`src/rtl/morse_pkg.sv`:
```
// Shared constants for the Morse symbol assembler: event codes, assembler state encoding
// and the token field layout {bits, len, space, err}.
package morse_pkg;

  localparam int MAX_ELEMENTS_DEF = 6;
  localparam int FIFO_DEPTH_DEF   = 4;

  localparam logic [2:0] EV_NOTHING      = 3'd0;
  localparam logic [2:0] EV_DIT          = 3'd1;
  localparam logic [2:0] EV_DASH         = 3'd2;
  localparam logic [2:0] EV_LETTER_SPACE = 3'd3;
  localparam logic [2:0] EV_WORD_SPACE   = 3'd4;

  typedef enum logic [1:0] {
    ST_IDLE    = 2'd0,
    ST_COLLECT = 2'd1,
    ST_ERROR   = 2'd2
  } state_t;

  // Packed token: bits in the MSBs, then len, then the space and err flags.
  function automatic int tok_width(input int max_el);
    return max_el + $clog2(max_el + 1) + 2;
  endfunction

endpackage

```
`src/rtl/morse_symbol_assembler_if.sv`:
```
// Token handshake between the symbol assembler (master) and the character decoder (slave).
interface morse_symbol_assembler_if #(
  parameter int MAX_ELEMENTS = 6
);
  localparam int LEN_W = $clog2(MAX_ELEMENTS + 1);

  // A token moves on a clock edge where sym_valid && sym_ready; while sym_valid is high and
  // sym_ready low the master holds every payload field stable.
  logic                    sym_valid;
  logic                    sym_ready;
  logic [MAX_ELEMENTS-1:0] sym_bits;
  logic [LEN_W-1:0]        sym_len;
  logic                    sym_space;
  logic                    sym_err;

  modport master (
    output sym_valid, sym_bits, sym_len, sym_space, sym_err,
    input  sym_ready
  );

  modport slave (
    input  sym_valid, sym_bits, sym_len, sym_space, sym_err,
    output sym_ready
  );

endinterface

```
`src/rtl/morse_token_fifo.sv`:
```
// Generic valid/ready FIFO with wrap-around pointers and an occupancy count; a push into a
// full FIFO is accepted when a pop happens on the same edge.
module morse_token_fifo #(
  parameter int WIDTH = 8,
  parameter int DEPTH = 4
) (
  input  logic             clk,
  input  logic             rst,
  input  logic             in_valid,
  output logic             in_ready,
  input  logic [WIDTH-1:0] in_data,
  output logic             out_valid,
  input  logic             out_ready,
  output logic [WIDTH-1:0] out_data
);
  localparam int PTR_W = (DEPTH > 1) ? $clog2(DEPTH) : 1;
  localparam int CNT_W = $clog2(DEPTH + 1);

  logic [WIDTH-1:0] mem [DEPTH];
  logic [PTR_W-1:0] wr_ptr;
  logic [PTR_W-1:0] rd_ptr;
  logic [CNT_W-1:0] occ;
  logic             do_push;
  logic             do_pop;

  assign out_valid = (occ != '0);
  assign in_ready  = (occ != CNT_W'(DEPTH)) || out_ready;
  assign do_pop    = out_valid && out_ready;
  assign do_push   = in_valid && in_ready;
  assign out_data  = mem[rd_ptr];

  always_ff @(posedge clk or posedge rst) begin
    if (rst) begin
      wr_ptr <= '0;
      rd_ptr <= '0;
      occ    <= '0;
      for (int i = 0; i < DEPTH; i++) mem[i] <= '0;
    end else begin
      if (do_push) begin
        mem[wr_ptr] <= in_data;
        wr_ptr      <= (wr_ptr == PTR_W'(DEPTH - 1)) ? '0 : wr_ptr + PTR_W'(1);
      end
      if (do_pop) rd_ptr <= (rd_ptr == PTR_W'(DEPTH - 1)) ? '0 : rd_ptr + PTR_W'(1);
      if (do_push && !do_pop)      occ <= occ + CNT_W'(1);
      else if (do_pop && !do_push) occ <= occ - CNT_W'(1);
    end
  end

endmodule

```
`src/rtl/morse_symbol_assembler.sv`:
```
// Assembles dit/dash/space events into character tokens. Define MORSE_TOKEN_FIFO_EN for a
// FIFO_DEPTH-entry output FIFO; otherwise the output stage is a single holding register.
module morse_symbol_assembler
  import morse_pkg::*;
#(
  parameter int MAX_ELEMENTS = MAX_ELEMENTS_DEF,
  parameter int FIFO_DEPTH   = FIFO_DEPTH_DEF
) (
  input  logic                     clock_1khz,
  input  logic                     rst,
  input  logic [2:0]               pulse_event,
  input  logic                     enable,
  morse_symbol_assembler_if.master sym,
  output logic                     overrun,
  output logic                     busy,
  output state_t                   dbg_state
);
  localparam int LEN_W = $clog2(MAX_ELEMENTS + 1);
  localparam int TOK_W = MAX_ELEMENTS + LEN_W + 2;

  state_t                  state;
  logic [LEN_W-1:0]        count;
  logic [MAX_ELEMENTS-1:0] shift;
  logic                    pending_space;

  logic             is_elem, is_dash, is_term, is_word;
  logic             done, set_pending;
  logic [TOK_W-1:0] done_tok;
  logic [TOK_W-1:0] push_tok;
  logic             room, push, push_space, drop;

  assign is_dash = (pulse_event == EV_DASH);
  assign is_elem = enable && ((pulse_event == EV_DIT) || is_dash);
  assign is_word = enable && (pulse_event == EV_WORD_SPACE);
  assign is_term = is_word || (enable && (pulse_event == EV_LETTER_SPACE));

  always_comb begin
    done        = 1'b0;
    set_pending = 1'b0;
    done_tok    = '0;
    case (state)
      ST_IDLE: if (is_word) begin
        done     = 1'b1;
        done_tok = TOK_W'(2'b10);
      end
      ST_COLLECT: if (is_term) begin
        done        = 1'b1;
        set_pending = is_word;
        done_tok    = {shift, count, 2'b00};
      end
      ST_ERROR: if (is_term) begin
        done        = 1'b1;
        set_pending = is_word;
        done_tok    = TOK_W'(2'b01);
      end
      default: ;
    endcase
  end

  // A waiting word space wins the output stage; any completion on that edge is dropped.
  assign push_space = pending_space && room;
  assign push       = push_space || (done && room && !pending_space);
  assign drop       = done && !(room && !pending_space);
  assign push_tok   = push_space ? TOK_W'(2'b10) : done_tok;

  assign busy      = (state != ST_IDLE) || pending_space;
  assign dbg_state = state;

  always_ff @(posedge clock_1khz or posedge rst) begin
    if (rst) begin
      state         <= ST_IDLE;
      count         <= '0;
      shift         <= '0;
      pending_space <= 1'b0;
      overrun       <= 1'b0;
    end else begin
      overrun <= drop;
      if (set_pending)     pending_space <= 1'b1;
      else if (push_space) pending_space <= 1'b0;
      case (state)
        ST_IDLE: if (is_elem) begin
          shift <= MAX_ELEMENTS'(is_dash);
          count <= LEN_W'(1);
          state <= ST_COLLECT;
        end
        ST_COLLECT: begin
          if (is_elem) begin
            if (count == LEN_W'(MAX_ELEMENTS)) begin
              state <= ST_ERROR;
            end else begin
              shift[count] <= is_dash;
              count        <= count + LEN_W'(1);
            end
          end else if (is_term) begin
            shift <= '0;
            count <= '0;
            state <= ST_IDLE;
          end
        end
        ST_ERROR: if (is_term) begin
          shift <= '0;
          count <= '0;
          state <= ST_IDLE;
        end
        default: state <= ST_IDLE;
      endcase
    end
  end

`ifdef MORSE_TOKEN_FIFO_EN
  logic [TOK_W-1:0] out_tok;

  morse_token_fifo #(
    .WIDTH (TOK_W),
    .DEPTH (FIFO_DEPTH)
  ) u_fifo (
    .clk       (clock_1khz),
    .rst       (rst),
    .in_valid  (push),
    .in_ready  (room),
    .in_data   (push_tok),
    .out_valid (sym.sym_valid),
    .out_ready (sym.sym_ready),
    .out_data  (out_tok)
  );

  assign {sym.sym_bits, sym.sym_len, sym.sym_space, sym.sym_err} = out_tok;
`else
  // A pop on the same edge frees the holding register for the incoming token.
  assign room = !sym.sym_valid || sym.sym_ready;

  always_ff @(posedge clock_1khz or posedge rst) begin
    if (rst) begin
      sym.sym_valid <= 1'b0;
      sym.sym_bits  <= '0;
      sym.sym_len   <= '0;
      sym.sym_space <= 1'b0;
      sym.sym_err   <= 1'b0;
    end else if (push) begin
      sym.sym_valid <= 1'b1;
      {sym.sym_bits, sym.sym_len, sym.sym_space, sym.sym_err} <= push_tok;
    end else if (sym.sym_ready) begin
      sym.sym_valid <= 1'b0;
    end
  end
`endif

endmodule

```
`src/flat_wrapper.sv`:
```
// flat-port wrapper written by rule: the top's interface ports become plain ports
module morse_symbol_assembler_flat import morse_pkg::*;
#(
  parameter int MAX_ELEMENTS = MAX_ELEMENTS_DEF,
  parameter int FIFO_DEPTH   = FIFO_DEPTH_DEF
)
  (clock_1khz, rst, pulse_event, enable, overrun, busy, dbg_state, sym_sym_valid, sym_sym_bits, sym_sym_len, sym_sym_space, sym_sym_err, sym_sym_ready);
  morse_symbol_assembler_if #(.MAX_ELEMENTS(MAX_ELEMENTS)) sym_i ();
  input  logic clock_1khz;
  input  logic rst;
  input  logic [2:0] pulse_event;
  input  logic enable;
  output logic overrun;
  output logic busy;
  output state_t dbg_state;
  output wire logic [$bits(sym_i.sym_valid)-1:0] sym_sym_valid;
  output wire logic [$bits(sym_i.sym_bits)-1:0] sym_sym_bits;
  output wire logic [$bits(sym_i.sym_len)-1:0] sym_sym_len;
  output wire logic [$bits(sym_i.sym_space)-1:0] sym_sym_space;
  output wire logic [$bits(sym_i.sym_err)-1:0] sym_sym_err;
  input wire logic [$bits(sym_i.sym_ready)-1:0] sym_sym_ready;
  assign sym_sym_valid = sym_i.sym_valid;
  assign sym_sym_bits = sym_i.sym_bits;
  assign sym_sym_len = sym_i.sym_len;
  assign sym_sym_space = sym_i.sym_space;
  assign sym_sym_err = sym_i.sym_err;
  assign sym_i.sym_ready = sym_sym_ready;
  morse_symbol_assembler #(.MAX_ELEMENTS(MAX_ELEMENTS), .FIFO_DEPTH(FIFO_DEPTH)) u_core (.clock_1khz(clock_1khz), .rst(rst), .pulse_event(pulse_event), .enable(enable), .sym(sym_i), .overrun(overrun), .busy(busy), .dbg_state(dbg_state));
endmodule
```
`config.mk`:
```
export PLATFORM = sky130hd
export DESIGN_NAME = morse_symbol_assembler_flat
export DESIGN_NICKNAME = d
export VERILOG_FILES = /design/src/rtl/morse_pkg.sv /design/src/rtl/morse_symbol_assembler_if.sv /design/src/rtl/morse_token_fifo.sv /design/src/rtl/morse_symbol_assembler.sv /design/src/flat_wrapper.sv
export SDC_FILE = /design/constraint.sdc
export NUM_CORES = 1
export LEC_CHECK = 0
export ABC_AREA = 1
export BUFFER_PORTS_ARGS = -buffer_cell sky130_fd_sc_hd__clkbuf_2
export CORE_AREA = 3 3 76 85
export CTS_CLUSTER_DIAMETER = 40
export CTS_CLUSTER_SIZE = 14
export DETAILED_ROUTE_END_ITERATION = 10
export DIE_AREA = 0 0 79 88
export HOLD_SLACK_MARGIN = 0.12
export PLACE_DENSITY = 0.53
export SLEW_MARGIN = 10
export SYNTH_ARGS = -nofsm -noshare
export SYNTH_HDL_FRONTEND = slang
export SYNTH_SLANG_ARGS = --single-unit
```
`constraint.sdc`:
```
create_clock -name clock_1khz -period 1.5 [get_ports clock_1khz]
set_input_delay 0.225 -clock clock_1khz [delete_from_list [all_inputs] [get_ports clock_1khz]]
set_output_delay 0.225 -clock clock_1khz [all_outputs]
set_load 0.03 [all_outputs]
```
==> results of run 1 <==
## power by group through the flow
| stage | clock (mW) | combinational, mW | sequential, mW |
|---|---|---|---|
| global route | 0.453 | 2.36 | 0.959 |
| CTS | 0.416 | 2.11 | 0.942 |
| finish | 0.400 | 2.14 | 0.941 |
| detailed placement | 0 | 2.01 | 0.961 |
| global placement | 0 | 2.01 | 0.958 |
| floorplan | 0 | 1.23 | 1.10 |
## synth_stat cells (3+ instances only)
library cell	instances	area (um2)
ha_1	6	75.07
nand3_1	28	140.1
nand2_4	3	33.78
o21ai_2	8	70.07
nand2_1	70	262.8
nand3_4	4	70.07
nor2_4	3	33.78
a21oi_1	4	20.02
o21ai_0	7	35.03
nor2_1	19	71.32
inv_2	5	18.77
o21ai_1	3	15.01
nand2_2	3	18.77
dfrtp_1	25	625.6
inv_1	24	90.09
## cell families (layout without fill, tap and decap cells)
family	count (synthesis)	after routing
simple gates	134	134
flops	25	25
compound gates	26	26
xor+xnor	1	1
buf+inv	34	82
fa+ha+maj	6	6
## stage by stage
stage | util | cells | setup TNS, ns | worst slack (ns)
after detailed placement | 0.3584 | 343 | -0.2500 | -0.05333
after floorplan | - | 226 | 0 | 0.003474
after CTS | 0.3741 | 351 | 0 | 0.004307
final | 0.3791 | 351 | 0 | 0.03352
after global placement | 0.3584 | 343 | -0.6856 | -0.1012
after global routing | 0.3791 | 351 | -0.1284 | -0.02695
## worst min-delay path: stages
cell	delay, ns
clkbuf_2	0.07
nor2_1	0.05
a21oi_1	0.13
a21o_1	0.09
## worst paths after layout
path | to | slack [ns] | cells after the start
setup / recovery | u_core.count[1] | 0.03 | 9
hold / removal | u_core.sym.sym_space | 0.33 | 4
setup reg to reg | u_core.count[1] | 0.03 | 9
hold reg to reg | u_core.sym.sym_space | 0.49 | 1
max in group asynchronous | u_core.sym.sym_len[2] | 0.63 | 4
min in group asynchronous | u_core.sym.sym_space | 0.42 | 3
## per-layer routing
metal,up-vias,wire length [um],global-route usage
met5,-,0,0
met4,0,47,0.04219
met3,2,120,0.01543
met2,22,1827,0.2113
met1,670,1879,0.1653
li1,812,-,-
## registers in the layout (all words and copies together), names as in the netlist
name                  cells
u_core.overrun            1
u_core.sym.sym_len        3
u_core.sym.sym_err        1
u_core.dbg_state          2
u_core.sym.sym_space      1
u_core.shift              6
u_core.pending_space      1
u_core.count              3
u_core.sym.sym_valid      1
u_core.sym.sym_bits       6
## cells in the final DEF (no fill, tap or decap), types with 2 or more instances in the layout
| cell | synthesis | layout |
|---|---|---|
| a21oi_1 | 4 | 4 |
| ha_4 | 0 | 2 |
| dfrtp_2 | 0 | 2 |
| nand2_1 | 70 | 68 |
| clkinv_1 | 2 | 2 |
| ha_2 | 0 | 2 |
| nand3b_1 | 2 | 2 |
| clkbuf_2 | 0 | 21 |
| inv_4 | 0 | 3 |
| clkbuf_8 | 0 | 3 |
| nor2_1 | 19 | 18 |
| o21ai_0 | 7 | 5 |
| dfrtp_1 | 25 | 23 |
| o21bai_1 | 2 | 2 |
| ha_1 | 6 | 2 |
| buf_4 | 0 | 23 |
| inv_1 | 24 | 19 |
| nand2_4 | 3 | 2 |
| nand3_4 | 4 | 4 |
| o21ai_2 | 8 | 9 |
| nand3_2 | 1 | 3 |
| nor2_4 | 3 | 3 |
| o21ai_1 | 3 | 4 |
| inv_2 | 5 | 7 |
| nand3_1 | 28 | 26 |
| nand2_2 | 3 | 5 |
## area by class of cell
| cell class | count | share of cell area |
|---|---|---|
| sequential | 25 | 0.2890 |
| multi-input combinational | 167 | 0.4485 |
| clock buffer | 3 | 0.01900 |
| timing repair buffer | 47 | 0.1399 |
| inverter | 31 | 0.05700 |
| clock inverter | 1 | 0.002303 |
| tap | 77 | 0.04433 |
## what timing repair did
| action | in CTS | in global routing |
|---|---|---|
| endpoints found under the setup margin | 10 | 22 |
| hold buffers | 1 | 0 |
| pin swaps | 4 | 7 |
| hold endpoints to repair | 6 | 0 |
| gates resized for setup | 5 | 9 |
| buffers inserted | 3 | 0 |
==> out/results.ini, run 1 <==
[pwr]
peakVddDrop_mv=0.9129
switching_share=0.4725
power.net_switching_mw=1.643
p_seq_frac=0.271
power_density_nw_per_um2=1600
p_int_mw=1.834
pwr-share-clk=0.115
power_mw=3.478
power_frac_comb=0.614
p_leak_nw=1.108

[worst_setup_path]
path_delay_family=simple AND/OR/NAND/NOR gates
startpoint=u_core.dbg_state[1]
cpMostUsedCell=inv_4
worstPathRequired_ns=1.66
r2r-start=u_core.dbg_state[1]
crit_buf_inv=2
end_kind=flip-flop
critPathKind=reg2reg
critical_path.cell_chain=inv_4, ha_4, inv_4, nor2_2, nand4_1, nand3_4, nor2_4, nand3b_1, nand2_1
slowest_delay_ns=0.45
cp_max_fo=7
critPathLaunchType=flip-flop
crit_slowest_cell=dfrtp_2
crit_arrival_ns=1.63

[synthesis]
yosys.area_share.simple=0.3933
synth_compound_area_frac=0.1004
postSynthAreaPerCell_um2=7.446
synth_edf_count=0
synth_cell_type_count=25
synth_xor_xnor_area_share=0.005204
synthMuxAreaShare=0
synth_top_family_by_area=simple AND/OR/NAND/NOR gates
ys_async_sr_fraction=1.000
yosys_register_bits=25
synth-seq-area-share=0.3717
synth-adder-area-share=0.04461
synth_ff_type=dfrtp_1
synthesis.nets=239
synthCells=226
synth-warning-count=0
syn_area_um2=1683

[placed_design]
placed_area_um2=2054
numPortBuffers=22
dp_hpwl_um=3174
gp_congestion=0.8285

[route]
drtIter0Drc=74
via_count=1506
routed_wl_um=3874
ant_nets=0
drtPass1Iterations=4
routedWlPerCell_um=11.04
viasPerCell=4.291
route.detailed.drc=0

[floorplan]
initial_core_util=0.2935
die_h_um=88
rows=29
io_pins=23
dieArea_um2=6952
coreArea_um2=5733
die_x_um=79

[sta]
skew_ns=0.005985
setup_violations=0
timing.final.crit_share=0.9777
max_slew_margin=0.6918
slew_viol_final=0
finalHoldViolations=0
fmax_ghz=0.6819
rsz0062_at_grt=true
holdWs_ns=0.3337
tightest_slew_ns=0.4606
fin_crit_ns=1.466

[clock_tree]
clk_latency_ns=0.27
clk_pin_slew_ns=0.09
cts.sinks=25
numCtsBuffers=3
clock-root-buffer=clkbuf_8
cts_tree=built
h-tree-depth=1
clk_path_buf_depth=2

[final_layout]
areaGrowthSynthToFinish_pct=29.14
multi_input_comb_area_um2=974.7
fin_nets=288
regArea_um2=628.1
nFillCells=646
num_antenna_cells=0
drive_above_1_share=0.3431
post-route-cell-area_um2=2173

[global_routing]
grt_max_degree=22
grt_pass1_vias=1490
antenna_found_initial=0
track_usage=0.1250
grt_pass1_wl_um=6948
grt.overflow.total=0

[job]
cap_violations=0

[outcome]
outcome=finished, final reports clean

[hold_path]
min_from=sym_sym_ready
hp-class=in2reg

No activity file was read; power rests on OpenSTA's default activity.
==> run 2: changes to the inputs <==
GPL_TIMING_DRIVEN = 0   (was default)
==> run 2 against run 1 <==
  * Final area shrank 2.5%
  * Combinational power is essentially flat
  * Routed wire length grew 3.1%
  * First-iteration DRC count grew 2.7%
  * Highest routed layer unchanged
==> out/results.ini, run 2 (synthesis gave the netlist of run 1 again) <==
[global_routing]
grt.overflow.total=0  ; unchanged
grt_max_degree=26  ; was 22
grt_pass1_wl_um=6844  ; was 6948 um
antenna_found_initial=0  ; unchanged
grt_pass1_vias=1416  ; was 1,490
track_usage=0.1239  ; was 0.1250

[final_layout]
regArea_um2=630.6  ; was 628.1 um2
post-route-cell-area_um2=2118  ; was 2173 um2
fin_nets=275  ; was 288
utilization=0.3695  ; was 0.3791
final_common_cell=nand2_1  ; unchanged
layout_common_cells=nand2_1 (67), nand3_1 (28), clkbuf_2 (21), dfrtp_1 (21), inv_1 (19)  ; was nand2_1 (68), nand3_1 (26), buf_4 (23), dfrtp_1 (23), clkbuf_2 (21)
drive_above_1_share=0.3295  ; was 0.3431
reg_top3=u_core.shift: 6 flops, u_core.sym.sym_bits: 6 flops  ; unchanged
num_antenna_cells=0  ; unchanged
multi_input_comb_area_um2=996.0  ; was 974.7 um2
nFillCells=651  ; was 646
areaGrowthSynthToFinish_pct=25.87  ; was 29.14%

[clock_tree]
clk_path_buf_depth=2  ; unchanged
numCtsBuffers=3  ; unchanged
clock-root-buffer=clkbuf_8  ; unchanged
clk_pin_slew_ns=0.10  ; was 0.09 ns
cts_tree=built  ; unchanged
h-tree-depth=1  ; unchanged
clk_latency_ns=0.28  ; was 0.27 ns
cts.sinks=25  ; unchanged
holdBufCountCts=0  ; was 1

[sta]
timing.final.crit_share=0.9886  ; was 0.9777
setup_violations=0  ; unchanged
tightest_slew_ns=0.9963  ; was 0.4606 ns
finalHoldViolations=0  ; unchanged
slew_viol_final=0  ; unchanged
skew_ns=0.007302  ; was 0.005985 ns
max_slew_margin=0.3351  ; was 0.6918
rsz0062_at_grt=true  ; unchanged
fin_crit_ns=1.483  ; was 1.466 ns
fmax_ghz=0.6743  ; was 0.6819 GHz
fin_ws_ns=0.01703  ; was 0.03352 ns

[pwr]
p_leak_nw=1.068  ; was 1.108 nW
p_int_mw=1.807  ; was 1.834 mW
power.net_switching_mw=1.696  ; was 1.643 mW
switching_share=0.4843  ; was 0.4725
power_density_nw_per_um2=1654  ; was 1600 nW/um2
power_frac_comb=0.603  ; was 0.614
p_seq_frac=0.277  ; was 0.271
pwr-share-clk=0.120  ; was 0.115
peakVddDrop_mv=0.8810  ; was 0.9129 mV

[worst_setup_path]
crit_arrival_ns=1.65  ; was 1.63 ns
worstPathRequired_ns=1.67  ; was 1.66 ns
cp_max_fo=6  ; was 7
critPathKind=reg2reg  ; unchanged
critPathLaunchType=flip-flop  ; unchanged
end_kind=flip-flop  ; unchanged

[route]
route.detailed.drc=0  ; unchanged
routedWlPerCell_um=11.82  ; was 11.04 um
ant_nets=0  ; unchanged
via_count=1502  ; was 1,506
viasPerCell=4.444  ; was 4.291
routed_wl_um=3994  ; was 3874 um
drtPass1Iterations=4  ; unchanged
drtIter0Drc=76  ; was 74

[outcome]
outcome=finished, final reports clean  ; unchanged

[hold_path]
hp-class=in2async  ; was in2reg

[placed_design]
gp_congestion=0.8575  ; was 0.8285
dp_slack_ns=-0.2662  ; was -0.05333 ns
placed_area_um2=1924  ; was 2054 um2
dp_hpwl_um=2999  ; was 3174 um
numPortBuffers=22  ; unchanged

[floorplan]
rows=29  ; unchanged
dieArea_um2=6952  ; unchanged
initial_core_util=0.2935  ; unchanged
coreArea_um2=5733  ; unchanged
io_pins=23  ; unchanged
die_x_um=79  ; unchanged
die_h_um=88  ; unchanged

[job]
cap_violations=0  ; unchanged

-- run 2: changes by cell type in the layout (fill, tap and decap cells not counted), sizes merged --
cell and delta:
dlygate4sd3 -1, buf -12
-- run 2: path summary, 6_finish.rpt --
check | cells after the start | endpoint | from | slack [ns]
worst max register to register | 8 | u_core.dbg_state[0] | u_core.dbg_state[1] | 0.02
worst min-delay path | 2 | u_core.sym.sym_bits[2] | rst | 0.15
max in group asynchronous | 2 | u_core.dbg_state[1] | rst | 0.69
worst max-delay path | 8 | u_core.dbg_state[0] | u_core.dbg_state[1] | 0.02
min in group clock_1khz | 4 | u_core.sym.sym_space | sym_sym_ready | 0.33
worst min register to register | 1 | u_core.sym.sym_space | u_core.sym.sym_space | 0.49
-- run 2: power by group through the flow --
stage / Clock, mW / Combinational [mW] / Sequential [mW]
after floorplan: 0 / 1.23 / 1.10
final: 0.419 / 2.11 / 0.972
after global routing: 0.466 / 2.34 / 1.00
after detailed placement: 0 / 1.80 / 0.969
after CTS: 0.435 / 2.04 / 0.954
after global placement: 0 / 1.80 / 0.962
-- run 2: cell type report --
cell class,instances,area share
inverters,31,0.06202
flip-flops and latches,25,0.2977
plain buffers,2,0.01063
repair buffers,32,0.09214
clock buffers,3,0.01949
well taps,77,0.04548
clock inverters,1,0.002363
multi-input cells,167,0.4702
-- run 2: critical path: stages (launching register included) --
cell and delay, ns:
dfrtp_2 0.45, buf_4 0.16, ha_4 0.18, nor2_1 0.14
nor2_2 0.07, nand2_2 0.12, nor2_1 0.06, o21ai_1 0.14
nand2_1 0.06
-- run 2: per-layer routing --
metal  share of wire  vias to the layer above  global-route usage
met2            0.48                       30              0.2090
met1            0.48                      674              0.1682
met4          0.0093                        0             0.03750
met5               0                        -                   0
met3           0.037                        2             0.01235
li1                -                      796                   -
-- run 2: timing repair --
action	in CTS	in global routing
setup endpoints to repair	20	23
resized for setup	14	16
setup buffers	7	3
pin swaps	6	9
-- run 2: per-stage QoR --
stage               std cells  hold WS (ns)  TNS, ns  power (mW)
floorplan                 226        0.2522        0       2.331
global placement          325        0.4661   -2.753       2.763
detailed placement        325        0.4757   -3.096       2.772
CTS                       336        0.2011  -0.2554       3.424
global route              338        0.2643  -0.9027       3.806
finish                    338        0.1482        0       3.503
==> run 3: changes to the inputs <==
CORE_AREA = 5 5 61 69   (was 3 3 76 85)
DIE_AREA = 0 0 66 74   (was 0 0 79 88)
PLACE_DENSITY = 0.78   (was 0.53)
REMOVE_ABC_BUFFERS = 1   (was default)
==> run 3 against run 2 <==
  * Count of clock-buffer cells in the layout stayed put
  * Fmax down 0.55%
  * Clock skew down 0.0024 ns
  * Sequential share of layout area shrank 0.85 points
  * Critical path depth grew 1
  * Largest power group unchanged
  * Highest routed layer unchanged
==> out/results.ini, run 3 (synthesis gave the netlist of run 1 again) <==
[clock_tree]
cts_tree=built  ; unchanged
holdBufCountCts=0  ; unchanged
clk_path_buf_depth=2  ; unchanged
h-tree-depth=1  ; unchanged
clock-root-buffer=clkbuf_8  ; unchanged
cts.sinks=25  ; unchanged
clk_pin_slew_ns=0.09  ; was 0.10 ns
clk_latency_ns=0.27  ; was 0.28 ns
numCtsBuffers=3  ; unchanged

[route]
routedWlPerCell_um=12.83  ; was 11.82 um
routed_wl_um=4055  ; was 3994 um
ant_nets=0  ; unchanged
viasPerCell=5.038  ; was 4.444
drtPass1Iterations=4  ; unchanged
via_count=1592  ; was 1,502
drtIter0Drc=91  ; was 76
route.detailed.drc=0  ; unchanged

[pwr]
power_density_nw_per_um2=1687  ; was 1654 nW/um2
p_int_mw=1.858  ; was 1.807 mW
power.net_switching_mw=1.813  ; was 1.696 mW
p_seq_frac=0.259  ; was 0.277
pwr-share-clk=0.112  ; was 0.120
p_leak_nw=1.076  ; was 1.068 nW
power_frac_comb=0.629  ; was 0.603
peakVddDrop_mv=1.148  ; was 0.8810 mV
switching_share=0.4938  ; was 0.4843

[final_layout]
drive_above_1_share=0.3759  ; was 0.3295
layout_common_cells=nand2_1 (68), dfrtp_1 (22), clkbuf_2 (21)  ; was nand2_1 (67), nand3_1 (28), clkbuf_2 (21), dfrtp_1 (21), inv_1 (19)
num_antenna_cells=0  ; unchanged
reg_top3=u_core.shift: 6 flops, u_core.sym.sym_bits: 6 flops  ; unchanged
post-route-cell-area_um2=2176  ; was 2118 um2
utilization=0.6249  ; was 0.3695
fin_nets=280  ; was 275
final_common_cell=nand2_1  ; unchanged
areaGrowthSynthToFinish_pct=29.29  ; was 25.87%

[worst_setup_path]
critPathLaunchType=flip-flop  ; unchanged
r2r-start=u_core.dbg_state[1]  ; unchanged
rrSetupSlack_ns=0.009  ; was 0.02 ns
r2r-end=u_core.count[1]  ; was u_core.dbg_state[0]
crit_buf_inv=2  ; was 1
critical_path.cell_chain=inv_2, ha_4, inv_4, nor2_2, nand4_1, nand3_4, nor2_4, nand3b_1, nand2_1  ; was buf_4, ha_4, nor2_1, nor2_2, nand2_2, nor2_1, o21ai_1, nand2_1
slowest_delay_ns=0.39  ; was 0.45 ns
critPathKind=reg2reg  ; unchanged
end_kind=flip-flop  ; unchanged
crit_arrival_ns=1.71  ; was 1.65 ns
path_delay_family=simple AND/OR/NAND/NOR gates  ; was flip-flops
worstPathRequired_ns=1.72  ; was 1.67 ns
crit_slowest_cell=dfrtp_1  ; was dfrtp_2
cp_max_fo=8  ; was 6
reg2reg_depth=9  ; was 8

[floorplan]
dieArea_um2=4884  ; was 6952 um2
rows=23  ; was 29
initial_core_util=0.4833  ; was 0.2935
die_h_um=74  ; was 88 um
coreArea_um2=3482  ; was 5733 um2
io_pins=23  ; unchanged
die_x_um=66  ; was 79 um

[global_routing]
grt_busiest_layer=met2  ; unchanged
track_usage=0.1788  ; was 0.1239
grt_util_met2=0.3207  ; was 0.2090
grt_pass1_vias=1539  ; was 1,416
antenna_found_initial=0  ; unchanged
grtUsageMet3=0.01964  ; was 0.01235
gr-usage-met1=0.2153  ; was 0.1682
grt_pass1_wl_um=6796  ; was 6844 um
grt.overflow.total=0  ; unchanged
grt_max_degree=26  ; unchanged

[sta]
rsz0062_at_grt=true  ; unchanged
skew_ns=0.004897  ; was 0.007302 ns
timing.final.crit_share=0.9941  ; was 0.9886
setup_violations=0  ; unchanged
slew_viol_final=0  ; unchanged
max_slew_margin=0.3634  ; was 0.3351
holdWs_ns=0.1388  ; was 0.1482 ns
fin_crit_ns=1.491  ; was 1.483 ns
fmax_ghz=0.6706  ; was 0.6743 GHz
finalHoldViolations=0  ; unchanged
tightest_slew_ns=0.9539  ; was 0.9963 ns

[outcome]
outcome=finished, final reports clean  ; unchanged

[hold_path]
hp-class=in2async  ; unchanged

[placed_design]
numPortBuffers=22  ; unchanged
dp_hpwl_um=2555  ; was 2999 um
placed_area_um2=1829  ; was 1924 um2
gp_congestion=0.8388  ; was 0.8575

[job]
cap_violations=0  ; unchanged

run 3: layer usage:
metal	up-vias	wire [um]	part of all wire
li1	806	-	-
met3	16	223	0.055
met2	57	2058	0.51
met5	-	0	0
met4	0	123	0.030
met1	713	1650	0.41
run 3: power by group through the flow:
stage / logic (mW) / clock network [mW] / registers, mW
2_1_floorplan: 1.08 / 0 / 1.10
3_3_place_gp: 1.60 / 0 / 0.966
3_5_place_dp: 1.61 / 0 / 0.974
4_1_cts: 2.06 / 0.414 / 0.940
5_1_grt: 2.53 / 0.431 / 0.975
6_report: 2.31 / 0.412 / 0.951
run 3: timing repair:
| item | 4_1_cts | 5_1_grt |
|---|---|---|
| endpoints found under the setup margin | 23 | 23 |
| pin swaps | 5 | 8 |
| gates resized for setup | 23 | 22 |
| gates cloned | 1 | 1 |
| setup buffers | 11 | 4 |
run 3: layout make-up:
class	count	area, um2
clock inverters	1	5.005
fillers	293	1306
flip-flops and latches	25	629.4
clock buffers	3	41.29
well taps	50	62.56
repair buffers	37	222.7
multi-input cells	169	1085
inverters	31	130.1
run 3: worst max-delay path by stage:
stage | cells past startpoint | start | slack [ns] | endpoint
5_1_grt | 10 | u_core.count[0] | -0.1 | u_core.shift[0]
3_5_place_dp | 6 | u_core.dbg_state[1] | -0.30 | u_core.sym.sym_bits[4]
3_3_place_gp | 9 | u_core.count[0] | -0.28 | u_core.count[1]
2_1_floorplan | 10 | u_core.dbg_state[1] | -0.21 | u_core.count[1]
6_report | 9 | u_core.dbg_state[1] | 0.009 | u_core.count[1]
4_1_cts | 9 | u_core.count[0] | 0.002 | u_core.count[1]
run 3: metrics by stage:
step	TNS (ns)	setup slack, ns	instances	total power, mW
global route	-0.6912	-0.09885	316	3.931
detailed placement	-5.499	-0.3045	295	2.588
CTS	0	0.001690	311	3.416
floorplan	-3.501	-0.2089	223	2.184
global placement	-4.786	-0.2762	295	2.563
finish	0	0.008778	316	3.671
run 3: worst register-to-register path: stages (launching register included):
cell      delay [ns]
dfrtp_1         0.39
inv_2           0.09
ha_4            0.18
inv_4           0.08
nor2_2          0.04
nand4_1         0.11
nand3_4         0.15
nor2_4          0.22
nand3b_1        0.11
nand2_1         0.07
